--- config.mk ---
export PLATFORM = sky130hd
export DESIGN_NAME = timer_prog_ctrl_flat
export DESIGN_NICKNAME = d
export VERILOG_FILES = /design/src/rtl/timer_pkg.sv /design/src/rtl/timer_prog_ctrl_if.sv /design/src/rtl/timer_prog_ctrl_edit_blink_gen.sv /design/src/rtl/timer_prog_ctrl.sv /design/src/flat_wrapper.sv
export SDC_FILE = /design/constraint.sdc
export NUM_CORES = 1
export LEC_CHECK = 0
export BUFFER_PORTS_ARGS = -buffer_cell sky130_fd_sc_hd__buf_4
export CAP_MARGIN = 20
export CORE_MARGIN = 2
export CORE_UTILIZATION = 55
export DETAILED_ROUTE_END_ITERATION = 8
export GPL_TIMING_DRIVEN = 1
export MAX_ROUTING_LAYER = met4
export PLACE_DENSITY = 0.76
export RECOVER_POWER = 25
export SKIP_LAST_GASP = 1
export SLEW_MARGIN = 20
export SYNTH_ARGS = -nofsm -noshare
export SYNTH_HDL_FRONTEND = slang
export SYNTH_SLANG_ARGS = --single-unit
--- constraint.sdc ---
create_clock -name clk -period 5.9 [get_ports clk]
set_input_delay 1.18 -clock clk [delete_from_list [all_inputs] [get_ports clk]]
set_output_delay 1.18 -clock clk [all_outputs]
set_load 0.05 [all_outputs]
--- src/rtl/timer_pkg.sv ---
// rtl/timer_pkg.sv - shared types, digit indices and per-digit limits for the MM:SS timer
package timer_pkg;

  typedef enum logic [1:0] {
    IDLE,
    EDIT,
    COMMIT
  } state_t;

  localparam logic [1:0] DIG_M10 = 2'd3;
  localparam logic [1:0] DIG_M1  = 2'd2;
  localparam logic [1:0] DIG_S10 = 2'd1;
  localparam logic [1:0] DIG_S1  = 2'd0;

  localparam logic [3:0] LIM_M10 = 4'd9;
  localparam logic [3:0] LIM_M1  = 4'd9;
  localparam logic [3:0] LIM_S10 = 4'd5;
  localparam logic [3:0] LIM_S1  = 4'd9;

  localparam logic [3:0] BLANK_NIBBLE = 4'hF;

  function automatic logic [3:0] digit_limit(input logic [1:0] sel);
    case (sel)
      DIG_M10: digit_limit = LIM_M10;
      DIG_M1:  digit_limit = LIM_M1;
      DIG_S10: digit_limit = LIM_S10;
      default: digit_limit = LIM_S1;
    endcase
  endfunction

  // Anything at or above the limit (including loaded out-of-range values) wraps to 0.
  function automatic logic [3:0] inc_nibble(input logic [3:0] value, input logic [3:0] limit);
    inc_nibble = (value >= limit) ? 4'd0 : value + 4'd1;
  endfunction

endpackage

--- src/rtl/timer_prog_ctrl_if.sv ---
// rtl/timer_prog_ctrl_if.sv - button, live-time and load/display signals of the programming controller
interface timer_prog_ctrl_if;
  logic        bt_next;
  logic        bt_inc;
  logic [15:0] cur_time;
  logic [15:0] disp_data;
  logic [15:0] load_value;
  logic        load_en;
  logic        prog_active;
  logic [1:0]  digit_sel;

  modport master (
    output bt_next, bt_inc, cur_time,
    input  disp_data, load_value, load_en, prog_active, digit_sel
  );

  modport slave (
    input  bt_next, bt_inc, cur_time,
    output disp_data, load_value, load_en, prog_active, digit_sel
  );
endinterface

--- src/rtl/timer_prog_ctrl_edit_blink_gen.sv ---
// rtl/timer_prog_ctrl_edit_blink_gen.sv - blink phase divider with sync clear and enable
module edit_blink_gen #(
  parameter int CLK_FREQ = 25175000,
  parameter int BLINK_HZ = 2
) (
  input  logic clk,
  input  logic rst,
  input  logic clr,
  input  logic en,
  output logic phase
);

  localparam int HALF = CLK_FREQ / (2 * BLINK_HZ);
  localparam int CW   = (HALF > 1) ? $clog2(HALF) : 1;
  localparam logic [CW-1:0] LAST = CW'(HALF - 1);

  logic [CW-1:0] cnt;

  always_ff @(posedge clk or posedge rst) begin
    if (rst) begin
      cnt   <= '0;
      phase <= 1'b0;
    end else if (clr) begin
      cnt   <= '0;
      phase <= 1'b0;
    end else if (en) begin
      if (cnt == LAST) begin
        cnt   <= '0;
        phase <= ~phase;
      end else begin
        cnt <= cnt + 1'b1;
      end
    end
  end

endmodule

--- src/rtl/timer_prog_ctrl.sv ---
// rtl/timer_prog_ctrl.sv - MM:SS programming-mode controller: digit edit, blink, timeout and commit strobe
module timer_prog_ctrl
  import timer_pkg::*;
#(
  parameter int CLK_FREQ  = 25175000,
  parameter int BLINK_HZ  = 2,
  parameter int TIMEOUT_S = 10
) (
  input logic              clk,
  input logic              rst,
  timer_prog_ctrl_if.slave bus
);

  localparam int TO_TERM = TIMEOUT_S * CLK_FREQ;
  localparam int TW      = (TO_TERM > 1) ? $clog2(TO_TERM) : 1;
  localparam logic [TW-1:0] TO_LAST = TW'(TO_TERM - 1);

  state_t        state, state_nxt;
  logic [15:0]   edit_reg, edit_nxt, edit_inc;
  logic [1:0]    sel, sel_nxt;
  logic [TW-1:0] to_cnt;
  logic          commit_go;
  logic          blink;
  logic          pulse;

  assign pulse = bus.bt_next | bus.bt_inc;

  // Increment is applied before any advance so a simultaneous next commits the new value.
  always_comb begin
    edit_inc = edit_reg;
    if (bus.bt_inc)
      edit_inc[{sel, 2'b00} +: 4] = inc_nibble(edit_reg[{sel, 2'b00} +: 4], digit_limit(sel));
  end

  always_comb begin
    state_nxt = state;
    sel_nxt   = sel;
    edit_nxt  = edit_reg;
    commit_go = 1'b0;
    case (state)
      IDLE: begin
        if (bus.bt_next) begin
          state_nxt = EDIT;
          edit_nxt  = bus.cur_time;
          sel_nxt   = DIG_M10;
        end
      end
      EDIT: begin
        edit_nxt = edit_inc;
        if (bus.bt_next) begin
          if (sel == DIG_S1) begin
            state_nxt = COMMIT;
            commit_go = 1'b1;
          end else begin
            sel_nxt = sel - 2'd1;
          end
        end else if (!bus.bt_inc && to_cnt == TO_LAST) begin
          state_nxt = IDLE;
        end
      end
      COMMIT:  state_nxt = IDLE;
      default: state_nxt = IDLE;
    endcase
  end

  always_ff @(posedge clk or posedge rst) begin
    if (rst) begin
      state          <= IDLE;
      edit_reg       <= 16'h0000;
      sel            <= DIG_M10;
      bus.load_en    <= 1'b0;
      bus.load_value <= 16'h0000;
      to_cnt         <= '0;
    end else begin
      state       <= state_nxt;
      edit_reg    <= edit_nxt;
      sel         <= sel_nxt;
      bus.load_en <= commit_go;
      if (commit_go)
        bus.load_value <= edit_inc;
      if (state_nxt != EDIT || pulse)
        to_cnt <= '0;
      else if (to_cnt != TO_LAST)
        to_cnt <= to_cnt + 1'b1;
    end
  end

  edit_blink_gen #(
    .CLK_FREQ(CLK_FREQ),
    .BLINK_HZ(BLINK_HZ)
  ) u_blink (
    .clk  (clk),
    .rst  (rst),
    .clr  ((state_nxt != EDIT) || pulse),
    .en   (state == EDIT),
    .phase(blink)
  );

  assign bus.prog_active = (state == EDIT);
  assign bus.digit_sel   = sel;

  always_comb begin
    bus.disp_data = edit_reg;
    if (state == IDLE)
      bus.disp_data = bus.cur_time;
    else if (state == EDIT && blink)
      bus.disp_data[{sel, 2'b00} +: 4] = BLANK_NIBBLE;
  end

endmodule
--- src/flat_wrapper.sv ---
// flat-port wrapper written by rule: the top's interface ports become plain ports
module timer_prog_ctrl_flat import timer_pkg::*;
#(
  parameter int CLK_FREQ  = 25175000,
  parameter int BLINK_HZ  = 2,
  parameter int TIMEOUT_S = 10
)
  (clk, rst, bus_bt_next, bus_bt_inc, bus_cur_time, bus_disp_data, bus_load_value, bus_load_en, bus_prog_active, bus_digit_sel);
  timer_prog_ctrl_if bus_i ();
  input logic clk;
  input logic rst;
  input wire logic [$bits(bus_i.bt_next)-1:0] bus_bt_next;
  input wire logic [$bits(bus_i.bt_inc)-1:0] bus_bt_inc;
  input wire logic [$bits(bus_i.cur_time)-1:0] bus_cur_time;
  output wire logic [$bits(bus_i.disp_data)-1:0] bus_disp_data;
  output wire logic [$bits(bus_i.load_value)-1:0] bus_load_value;
  output wire logic [$bits(bus_i.load_en)-1:0] bus_load_en;
  output wire logic [$bits(bus_i.prog_active)-1:0] bus_prog_active;
  output wire logic [$bits(bus_i.digit_sel)-1:0] bus_digit_sel;
  assign bus_i.bt_next = bus_bt_next;
  assign bus_i.bt_inc = bus_bt_inc;
  assign bus_i.cur_time = bus_cur_time;
  assign bus_disp_data = bus_i.disp_data;
  assign bus_load_value = bus_i.load_value;
  assign bus_load_en = bus_i.load_en;
  assign bus_prog_active = bus_i.prog_active;
  assign bus_digit_sel = bus_i.digit_sel;
  timer_prog_ctrl #(.CLK_FREQ(CLK_FREQ), .BLINK_HZ(BLINK_HZ), .TIMEOUT_S(TIMEOUT_S)) u_core (.clk(clk), .rst(rst), .bus(bus_i));
endmodule
==> impl_metrics.json <==
{
  "synth_top_flop_cell": "dfrtp_1",
  "tns_ps": 0,
  "drt_iter0_drc": 312,
  "largest_register_ffs": 28,
  "rsz0062_at_grt": "false",
  "outcome": "finished with violations",
  "antenna_found_initial": 0,
  "crit_type": "reg -> out",
  "use_met2_pct": 38.4,
  "p_seq_share_pct": 36.0,
  "cts_buffer_depth": 2,
  "maxSlewViolCount": 73,
  "placedCellCount": 684,
  "clock_skew_ps": 13.1,
  "io_buffer_count": 55,
  "clk_pin_slew_ps": 90,
  "fin_crit_ps": 3430,
  "grtUsageTotal_pct": 25.9,
  "routed-via-count": 4206,
  "clock_latency_ps": 360,
  "htreeDepth": 3,
  "worstSetupStartpointType": "register",
  "ioPinCount": 56,
  "p_int_mw": 1.25,
  "max_slew_margin_pct": -16.5,
  "fillers": 756,
  "dpl_worst_slack_ps": 2500,
  "numCtsBuffers": 9,
  "n_antenna_cell": 0,
  "reg.largest.list": "u_core.to_cnt (28), u_core.u_blink.cnt (23)",
  "num_rows": 34,
  "cts_tree": "built",
  "path_cells": "ha_1 > nand2_1 > a21oi_1 > o22a_1 > buf_4",
  "avgSynthCellArea_um2": 8.98,
  "holdPathStages": 2,
  "worst-path-stages": 5,
  "grt_overflow": 0,
  "gr-usage-met3_pct": 3.83,
  "syn_area_um2": 4900,
  "clockPowerShare_pct": 17.5,
  "wirelength_mm": 11.8,
  "power-per-cell-area_nw_per_um2": 438,
  "root_buffer": "clkbuf_8",
  "post_cts_buffers": 0,
  "slowest_delay_ps": 700,
  "drv_cap": 1,
  "p_sw_mw": 1.15,
  "worst_pin_slew_ps": 1750,
  "vdd_drop_max_uv": 323,
  "seqCellArea_um2": 2230,
  "yosysWarnings": 0,
  "cp-end-kind": "primary output",
  "grt_pass1_vias": 4066,
  "dpl_cell_area_um2": 5350,
  "syn-num-nets": 577,
  "drtAntennaViolNets": 0,
  "grtUsageMet1_pct": 36.9,
  "r2r_cells": 8,
  "place.gp.congestion": 0.901,
  "fin_nets": 618,
  "synth_edf_count": 0,
  "grt_pass1_wl_mm": 19.9,
  "initial_core_util_pct": 56.5,
  "swShare_pct": 48.0,
  "cts_hold_buf": 0,
  "wl_per_cell_um": 16.8,
  "critPathTopFamily": "flip-flops",
  "cts_num_sinks": 89,
  "p_leak_nw": 2.32,
  "synthToLayoutAreaGrowth_pct": 11.8,
  "violations": "capacitance limit, slew limit",
  "cp.required_ps": 4720,
  "drc": 0,
  "fmax_mhz": 291,
  "post-route-period-util_pct": 58.2,
  "cp_slowest_cell": "dfstp_2",
  "drt_first_pass_iters": 5,
  "drive_gt1_share_pct": 12.5,
  "yosysSeqAreaShare_pct": 45.5,
  "fin_ws_ps": 2470,
  "vias_per_cell": 6.01,
  "power_mw": 2.40,
  "finish.instance_area_um2": 5480,
  "path_max_fanout": 11,
  "grt_max_degree": 73,
  "cts_resized": 0,
  "yosys_register_bits": 89,
  "hold_viol": 0,
  "die_area_um2": 9680,
  "top_register": "u_core.to_cnt",
  "coreArea_um2": 8680,
  "hold_path_class": "reg -> reg",
  "fp.dieH_um": 98.4,
  "synth_cells": 546,
  "hpwl_mm": 8.28,
  "die_w_um": 98.4,
  "setup_violations": 0,
  "grt_busiest_layer": "met2",
  "crit_buf_inv": 1,
  "async_flop_share_pct": 100,
  "synth_cell_type_count": 50,
  "pwr-share-comb_pct": 46.5,
  "multi_input_area_um2": 2470,
  "final_cells": 700,
  "worstPathArrival_ps": 2250
}
[cell type report]
| type | instances | area share, % |
|---|---|---|
| clock buffer | 9 | 2.26 |
| clock inverter | 7 | 1.28 |
| inverter | 22 | 1.53 |
| multi-input combinational | 408 | 45.1 |
| timing repair buffer | 57 | 6.73 |
| tap | 108 | 2.46 |
| sequential | 89 | 40.7 |
[worst min-delay path, cell delays in order, from the launching register on]
cell and delay, ps:
dfrtp_1 350, nand2_1 50, nand2_1 50
[final timing paths]
kind / endpoint / startpoint / slack, ps
worst min register to register: u_core.bus.load_value[12] / u_core.bus.load_value[12] / 470
worst min-delay path: u_core.bus.load_value[12] / u_core.bus.load_value[12] / 470
max in group asynchronous: u_core.bus.load_value[10] / rst / 2880
worst max-delay path: bus_disp_data[7] / u_core.bus.digit_sel[0] / 2470
min in group asynchronous: u_core.to_cnt[8] / rst / 910
worst max register to register: u_core.bus.load_value[2] / u_core.bus.digit_sel[0] / 2870
[layer usage]
metal | vias to the layer above | share of wire, %
met5 | - | 0
met3 | 20 | 6.8
met4 | 0 | 2.0
met1 | 2039 | 45
li1 | 1983 | -
met2 | 164 | 46
[synth_stat cells, drive strengths merged (2+ instances only)]
| master | number | area share [%] |
|---|---|---|
| a21o | 4 | 0.61 |
| nand2 | 63 | 4.8 |
| nand4 | 9 | 1.1 |
| o22ai | 3 | 0.38 |
| nor2b | 15 | 1.9 |
| dfrtp | 87 | 44 |
| buf | 8 | 0.97 |
| a31o | 2 | 0.36 |
| xor2 | 11 | 2.0 |
| o31ai | 2 | 0.31 |
| and4 | 4 | 0.71 |
| or3 | 9 | 1.1 |
| clkbuf | 19 | 1.5 |
| or4b | 2 | 0.48 |
| inv | 21 | 1.6 |
| a21oi | 37 | 3.8 |
| o221ai | 2 | 0.36 |
| nand3 | 33 | 3.4 |
| a31oi | 2 | 0.26 |
| dfstp | 2 | 1.1 |
| xnor2 | 32 | 5.7 |
| nor2 | 73 | 5.7 |
| or4 | 2 | 0.31 |
| nor4 | 11 | 1.4 |
| and2 | 2 | 0.26 |
| or2 | 2 | 0.26 |
| a32oi | 3 | 0.54 |
| a221o | 4 | 0.82 |
| nor3 | 13 | 1.3 |
| and3 | 7 | 0.89 |
| o22a | 16 | 2.9 |
| o21ai | 16 | 1.6 |
| nand2b | 5 | 0.64 |
| ha | 11 | 2.8 |
| mux4 | 4 | 1.8 |
[stage by stage]
step / utilization, % / hold slack (ps)
2_1_floorplan: - / 455
3_3_place_gp: 61.6 / 457
3_5_place_dp: 61.6 / 458
4_1_cts: 63.9 / 477
5_1_grt: 63.2 / 515
6_report: 63.2 / 470
[cells in the final DEF, fill, tap and decap left out, drive strengths merged, types with 13 or more instances in the layout]
master | synthesis | layout
xnor2 | 32 | 32
a21oi | 37 | 37
nor3 | 13 | 13
nor2b | 15 | 15
inv | 21 | 21
dfrtp | 87 | 87
nand3 | 33 | 33
nor2 | 73 | 73
buf | 8 | 40
nand2 | 63 | 63
clkbuf | 19 | 26
o22a | 16 | 16
o21ai | 16 | 16
[power by group through the flow]
stage | clock (mW) | combinational, mW | sequential, mW
global placement | 0 | 1.11 | 0.869
floorplan | 0 | 0.674 | 0.976
CTS | 0.427 | 1.14 | 0.861
finish | 0.421 | 1.12 | 0.865
global route | 0.451 | 1.18 | 0.882
detailed placement | 0 | 1.14 | 0.873
[logic make-up (layout without fill, tap and decap cells)]
| family | count (synthesis) | in the layout | share of synthesized area [%] |
|---|---|---|---|
| simple gates | 253 | 253 | 24.9 |
| compound gates | 97 | 97 | 13.1 |
| flops | 89 | 89 | 45.5 |
| buf+inv | 49 | 95 | 4.11 |
| mux | 4 | 4 | 1.84 |
| fa+ha+maj | 11 | 11 | 2.81 |
| xor+xnor | 43 | 43 | 7.68 |
(Power assumes the default switching activity.)
